`config.mk`:
```
export PLATFORM = sky130hd
export DESIGN_NAME = receiver_controller
export DESIGN_NICKNAME = d
export VERILOG_FILES = /design/src/rtl/receiver_controller.sv
export SDC_FILE = /design/constraint.sdc
export NUM_CORES = 1
export LEC_CHECK = 0
export CAP_MARGIN = 20
export CORE_ASPECT_RATIO = 1.5
export CORE_UTILIZATION = 50
export DETAILED_ROUTE_END_ITERATION = 6
export GPL_TIMING_DRIVEN = 0
export PLACE_DENSITY = 0.67
export SYNTH_ARGS = -nofsm -noshare
export SYNTH_HDL_FRONTEND = slang
export SYNTH_SLANG_ARGS = --single-unit
```
`constraint.sdc`:
```
create_clock -name clk -period 5.3 [get_ports clk]
set_clock_uncertainty 0.1 [all_clocks]
set_input_delay 1.06 -clock clk [delete_from_list [all_inputs] [get_ports clk]]
set_output_delay 1.06 -clock clk [all_outputs]
set_load 0.02 [all_outputs]
```
`src/rtl/receiver_controller.sv`:
```
// receiver_controller: UART receiver with 16x oversampling, selectable baud
// rate, a 4-byte first-word-fall-through receive FIFO and sticky error flags.
//
// state    | meaning
// ---------|----------------------------------------------------------
// ST_IDLE  | line idle, waiting for rx to go low
// ST_START | qualifying start bit, checked at mid-bit (8th tick)
// ST_DATA  | sampling 8 data bits LSB-first, one every 16 ticks
// ST_STOP  | checking stop bit at the 16th tick
// ST_BREAK | stop bit was low; waiting for line to return high
`timescale 1ns/1ps
module receiver_controller #(
  parameter int CLK_HZ     = 100_000_000,
  parameter int FIFO_DEPTH = 4
) (
  input  logic       clk,
  input  logic       reset,
  input  logic       ser_in,
  input  logic [1:0] S,
  input  logic       rd_en,
  input  logic       clr_err,
  output logic [7:0] data_out,
  output logic       rx_valid,
  output logic [2:0] rx_count,
  output logic       busy,
  output logic       frame_err,
  output logic       overrun
);

  localparam int DIV_00_RAW = CLK_HZ / (9600 * 16);
  localparam int DIV_01_RAW = CLK_HZ / (19200 * 16);
  localparam int DIV_10_RAW = CLK_HZ / (57600 * 16);
  localparam int DIV_11_RAW = CLK_HZ / (115200 * 16);
  localparam int DIV_00 = (DIV_00_RAW < 1) ? 1 : DIV_00_RAW;
  localparam int DIV_01 = (DIV_01_RAW < 1) ? 1 : DIV_01_RAW;
  localparam int DIV_10 = (DIV_10_RAW < 1) ? 1 : DIV_10_RAW;
  localparam int DIV_11 = (DIV_11_RAW < 1) ? 1 : DIV_11_RAW;
  // The slowest baud needs the widest counter.
  localparam int CNT_W  = $clog2(DIV_00 + 1);

  typedef enum logic [2:0] {
    ST_IDLE  = 3'd0,
    ST_START = 3'd1,
    ST_DATA  = 3'd2,
    ST_STOP  = 3'd3,
    ST_BREAK = 3'd4
  } state_t;

  state_t             state_q, state_d;
  logic               sync_ff1, rx;
  logic [1:0]         s_lat;
  logic [CNT_W-1:0]   tick_cnt;
  logic               tick;
  logic [3:0]         sample_cnt;
  logic [2:0]         bit_idx;
  logic [7:0]         shreg;

  logic               start_frame, mid_start, bit_end, push_req, frame_set;

  logic [7:0]         mem [4];
  logic [1:0]         wr_ptr, rd_ptr, rd_next;
  logic [2:0]         count, count_d;
  logic               pop, full, wr_ok, overrun_set;
  logic [7:0]         head_d;

  // Tick reload value for a given baud select.
  function automatic logic [CNT_W-1:0] div_load(input logic [1:0] sel);
    case (sel)
      2'b00:   div_load = CNT_W'(DIV_00 - 1);
      2'b01:   div_load = CNT_W'(DIV_01 - 1);
      2'b10:   div_load = CNT_W'(DIV_10 - 1);
      default: div_load = CNT_W'(DIV_11 - 1);
    endcase
  endfunction

  // Two-flop synchronizer on the serial line, idling high.
  always_ff @(posedge clk or posedge reset) begin
    if (reset) begin
      sync_ff1 <= 1'b1;
      rx       <= 1'b1;
    end else begin
      sync_ff1 <= ser_in;
      rx       <= sync_ff1;
    end
  end

  // FSM state register.
  always_ff @(posedge clk or posedge reset) begin
    if (reset) state_q <= ST_IDLE;
    else       state_q <= state_d;
  end

  // FSM next-state logic.
  always_comb begin
    state_d = state_q;
    case (state_q)
      ST_IDLE:  if (!rx) state_d = ST_START;
      ST_START: if (mid_start) state_d = rx ? ST_IDLE : ST_DATA;
      ST_DATA:  if (bit_end && bit_idx == 3'd7) state_d = ST_STOP;
      ST_STOP:  if (bit_end) state_d = rx ? ST_IDLE : ST_BREAK;
      ST_BREAK: if (rx) state_d = ST_IDLE;
      default:  state_d = ST_IDLE;
    endcase
  end

  // FSM outputs and per-cycle strobes.
  always_comb begin
    busy        = (state_q != ST_IDLE);
    tick        = (state_q != ST_IDLE) && (tick_cnt == '0);
    start_frame = (state_q == ST_IDLE) && !rx;
    mid_start   = (state_q == ST_START) && tick && (sample_cnt == 4'd7);
    bit_end     = tick && (sample_cnt == 4'd15);
    push_req    = (state_q == ST_STOP) && bit_end && rx;
    frame_set   = (state_q == ST_STOP) && bit_end && !rx;
  end

  // Baud tick down-counter, baud latch and bit sampling datapath.
  always_ff @(posedge clk or posedge reset) begin
    if (reset) begin
      s_lat      <= 2'b00;
      tick_cnt   <= '0;
      sample_cnt <= 4'd0;
      bit_idx    <= 3'd0;
      shreg      <= 8'h00;
    end else begin
      if (state_q == ST_IDLE) begin
        // Divider restarts as the frame begins, using the freshly latched rate.
        tick_cnt <= start_frame ? div_load(S) : '0;
      end else if (tick_cnt == '0) begin
        tick_cnt <= div_load(s_lat);
      end else begin
        tick_cnt <= tick_cnt - 1'b1;
      end

      if (start_frame) s_lat <= S;

      if (start_frame || mid_start) sample_cnt <= 4'd0;
      else if (tick)                sample_cnt <= sample_cnt + 4'd1;

      if (mid_start) bit_idx <= 3'd0;
      else if (state_q == ST_DATA && bit_end) bit_idx <= bit_idx + 3'd1;

      if (state_q == ST_DATA && bit_end) shreg <= {rx, shreg[7:1]};
    end
  end

  // FIFO pointer, occupancy and next-head computation.
  always_comb begin
    pop         = rd_en && (count != 3'd0);
    full        = (count == 3'(FIFO_DEPTH));
    wr_ok       = push_req && (!full || pop);
    overrun_set = push_req && full && !pop;
    count_d     = count + {2'b00, wr_ok} - {2'b00, pop};
    rd_next     = pop ? rd_ptr + 2'd1 : rd_ptr;
    head_d      = data_out;
    if (count_d != 3'd0) begin
      if (wr_ok && wr_ptr == rd_next) head_d = shreg;
      else                            head_d = mem[rd_next];
    end
  end

  // FIFO storage, pointers and registered fall-through head.
  always_ff @(posedge clk or posedge reset) begin
    if (reset) begin
      for (int i = 0; i < 4; i++) mem[i] <= 8'h00;
      wr_ptr   <= 2'd0;
      rd_ptr   <= 2'd0;
      count    <= 3'd0;
      data_out <= 8'h00;
    end else begin
      if (wr_ok) begin
        mem[wr_ptr] <= shreg;
        wr_ptr      <= wr_ptr + 2'd1;
      end
      rd_ptr   <= rd_next;
      count    <= count_d;
      data_out <= head_d;
    end
  end

  // Sticky error flags; a set in the same cycle as clr_err wins.
  always_ff @(posedge clk or posedge reset) begin
    if (reset) begin
      frame_err <= 1'b0;
      overrun   <= 1'b0;
    end else begin
      if (frame_set)    frame_err <= 1'b1;
      else if (clr_err) frame_err <= 1'b0;
      if (overrun_set)  overrun <= 1'b1;
      else if (clr_err) overrun <= 1'b0;
    end
  end

  assign rx_valid = (count != 3'd0);
  assign rx_count = count;

endmodule

```
==> qor.csv <==
stage;metric;value;unit
synthesis;netlist_area;4250;um^2
sta;rsz0062_at_grt;no;
floorplanning;start_util;52.4;%
clock_tree;cts_inserted_buffers;9;
detailed_routing;detail_route.drc_violations;0;
clock_tree;cts.sinks;81;
floorplanning;rows;40;
final_layout;layout.nets;445;
floorplanning;fp.coreArea;8110;um^2
clock_tree;cts_buffer_depth;2;
pwr;vdd_ir_drop_max;0.000248;V
setup_path;critPathRequiredTime;5430;ps
run;cap_violations;0;
pwr;p_leak;2.21;nW
setup_path;path_class;register to register;
final_layout;diodes;0;
synthesis;syn-instance-count;384;
pwr;p_int;1.32;mW
pwr;total_power;2.04;mW
grt;grt_max_degree;46;
sta;hold_viol;0;
pwr;clkPwrFrac;28.5;%
clock_tree;cts.reportedPaths.clkPinSlew;60;ps
synthesis;synthTopCellsByArea;dfrtp_1 (47%), mux2_2 (11%), ha_1 (5.9%), inv_1 (2.2%), o21ai_0 (2.1%);
clock_tree;cts_setup_buffers;0;
sta;fmax;208;MHz
setup_path;cp_common_cell;inv_1;
placement;dp_hpwl;6.52;mm
sta;hold_ws;255;ps
detailed_routing;drt_iter0_drc;174;
synthesis;synth-edff-count;0;
sta;finalWorstSetupSlack;484;ps
detailed_routing;vias_per_cell;5.89;
synthesis;yosysSeqAreaShare;47.8;%
detailed_routing;drt_wl_total;9.07;mm
grt;overflow;0;
sta;fin_crit;4820;ps
floorplanning;ios;22;
setup_path;start_kind;register;
floorplanning;fp.dieW;77.3;um
setup_path;arrival;4940;ps
clock_tree;cts-resized-gates;1;
final_layout;area_delta_synth_final;15.3;%
grt;gr-usage-all-layers;22.0;%
final_layout;layout-drive-gt1-share;18.7;%
synthesis;ys_seq_elements;81;
placement;place.gp.congestion;0.833;
clock_tree;clk_latency;340;ps
sta;setup_viol;0;
setup_path;critPathCaptureType;register;
synthesis;yosysTopAreaCell;dfrtp_1;
detailed_routing;vias;3105;
placement;port_buffers;21;
setup_path;path_cells;inv_1, ha_1, or4b_1, buf_2, or3_4, nor4_2, buf_4, inv_1, ha_1, inv_1, ha_1, inv_1, fa_1, xnor2_1, xnor2_1, nor3_2, clkbuf_1, a31oi_1, a22o_1;
pwr;cellPowerDensity;416;nW/um^2
setup_path;crit_path_max_fanout;10;
sta;slew_viol_final;0;
grt;grt_pass1_vias;3061;
clock_tree;ctsHtreeMaxLevel;3;
clock_tree;cts_tree;built;
detailed_routing;wl_per_cell;17.2;um
setup_path;critPathMaxStageDelay;500;ps
pwr;sw_frac_of_total;35.2;%
synthesis;synthArstFlopShare;100;%
pwr;seqPwrFrac;39.1;%
synthesis;ys_types;60;
pwr;comb_power_share;32.5;%
synthesis;syn_area_per_cell;11.1;um^2
synthesis;synth_top_area_share;46.5;%
run_status;status;finished clean;
setup_path;critPathSlowestCell;nor3_2;
synthesis;syn_nets;412;
floorplanning;die_h;115;um
floorplanning;dieArea;8880;um^2
sta;finalCritPeriodShare;90.9;%
grt;grt_antenna_before_repair;0;
clock_tree;clock_tree.root_cell;clkbuf_16;
placement;preCtsSetupSlack;-519;ps
clock_tree;postCtsHoldBufs;0;
synthesis;synth-main-ff-cell;dfrtp_1;
sta;relSlewSlack;46.1;%
grt;grt_pass1_wl;14.9;mm
worst_hold_path;hold_path_class;register to register;
detailed_routing;drtPass1Iterations;5;
pwr;netSwitchingPower;0.717;mW
sta;worst_slew_pin_slew;798;ps
synthesis;yosys_warnings;0;
detailed_routing;ant_nets;0;
==> final cells by class <==
cell class | instances | area, um^2
fill | 698 | 3210
multi-input combinational | 259 | 2040
sequential | 81 | 2030
clock buffer | 12 | 246
timing repair buffer | 22 | 230
tap | 105 | 131
inverter | 26 | 100
buffer | 18 | 92.6
clock inverter | 4 | 28.8
==> registers in the layout (all words and copies together) (netlist names), 3 cells and up <==
signal	count
data_out	8
tick_cnt	10
sample_cnt	4
bit_idx	3
state_q	3
shreg	8
mem	32
rx_count	3
==> cell usage after synthesis (4+ instances only) <==
| cell type | number |
|---|---|
| dfrtp_1 | 79 |
| mux2_2 | 40 |
| inv_1 | 25 |
| nand2_1 | 22 |
| ha_1 | 20 |
| nor2_1 | 20 |
| o21ai_0 | 18 |
| a21oi_1 | 12 |
| xnor2_1 | 10 |
| a31oi_1 | 8 |
| a221o_1 | 7 |
| a221oi_1 | 7 |
| a22o_1 | 7 |
| a22oi_1 | 7 |
| clkbuf_1 | 7 |
| nand3_1 | 7 |
| o21ai_1 | 7 |
| buf_2 | 5 |
| mux2i_1 | 5 |
| nor3_1 | 5 |
| nand2_2 | 4 |
==> stage by stage <==
stage	TNS, ps	util (%)	cells	cell area [um^2]
finish	0	60.4	527	4900
global route	0	60.4	527	4900
CTS	0	60.4	527	4890
detailed placement	-3210	56.9	511	4610
global placement	-2750	56.6	510	4590
floorplan	0	-	384	4250
==> per-layer routing <==
layer	track usage (%)	share of wire [%]	vias to the layer above
li1	-	-	1478
met5	0	0	-
met3	4.68	2.8	29
met2	38.8	52	77
met1	23.8	40	1521
met4	14.5	5.4	0
==> worst paths after layout <==
kind,start,to,slack (ps),cells after the start
setup / recovery,tick_cnt[0],data_out[0],480,19
hold / removal,sync_ff1,rx,260,0
setup reg to reg,tick_cnt[0],data_out[0],480,19
hold reg to reg,sync_ff1,rx,260,0
max in group asynchronous,reset,rx,3410,3
min in group asynchronous,reset,mem[22],1040,2
==> placed cells by master (no fill, tap or decap), types with 10 or more instances in the layout <==
cell,Yosys,layout
mux2_2,40,40
clkdlybuf4s50_1,0,21
nor2_1,20,20
a21oi_1,12,12
xnor2_1,10,10
ha_1,20,20
inv_1,25,24
dfrtp_1,79,79
o21ai_0,18,18
nand2_1,22,22
==> worst max-delay path: cells and delay by family, from the launching register on <==
kind	cells	cell delay, ps
DFF	1	380
and+or+nand+nor	4	1610
buffers and inverters	7	1100
AOI/OAI and AO/OA	2	280
xor gates and xnor gates	2	300
adders and majority gates	4	920
==> power groups by stage <==
stage	sequential (mW)	combinational, mW	clock [mW]
2_1_floorplan	0.826	0.424	0
6_report	0.796	0.662	0.580
5_1_grt	0.807	0.726	0.617
3_5_place_dp	0.806	0.655	0
4_1_cts	0.795	0.659	0.592
3_3_place_gp	0.802	0.640	0
==> cells by family (layout without fill, tap and decap cells) <==
kind of cell | after synthesis | after routing | share of synthesized area [%]
buffers and inverters | 44 | 82 | 4.48
XOR/XNOR | 13 | 13 | 2.68
adder cells (fa/ha/maj) | 21 | 21 | 6.36
AND/OR/NAND/NOR | 84 | 84 | 11.0
AO/OA/AOI/OAI | 94 | 94 | 15.3
flip-flops | 81 | 81 | 47.8
multiplexers | 47 | 47 | 12.4
Note: power is estimated with default switching activity, not from simulation.
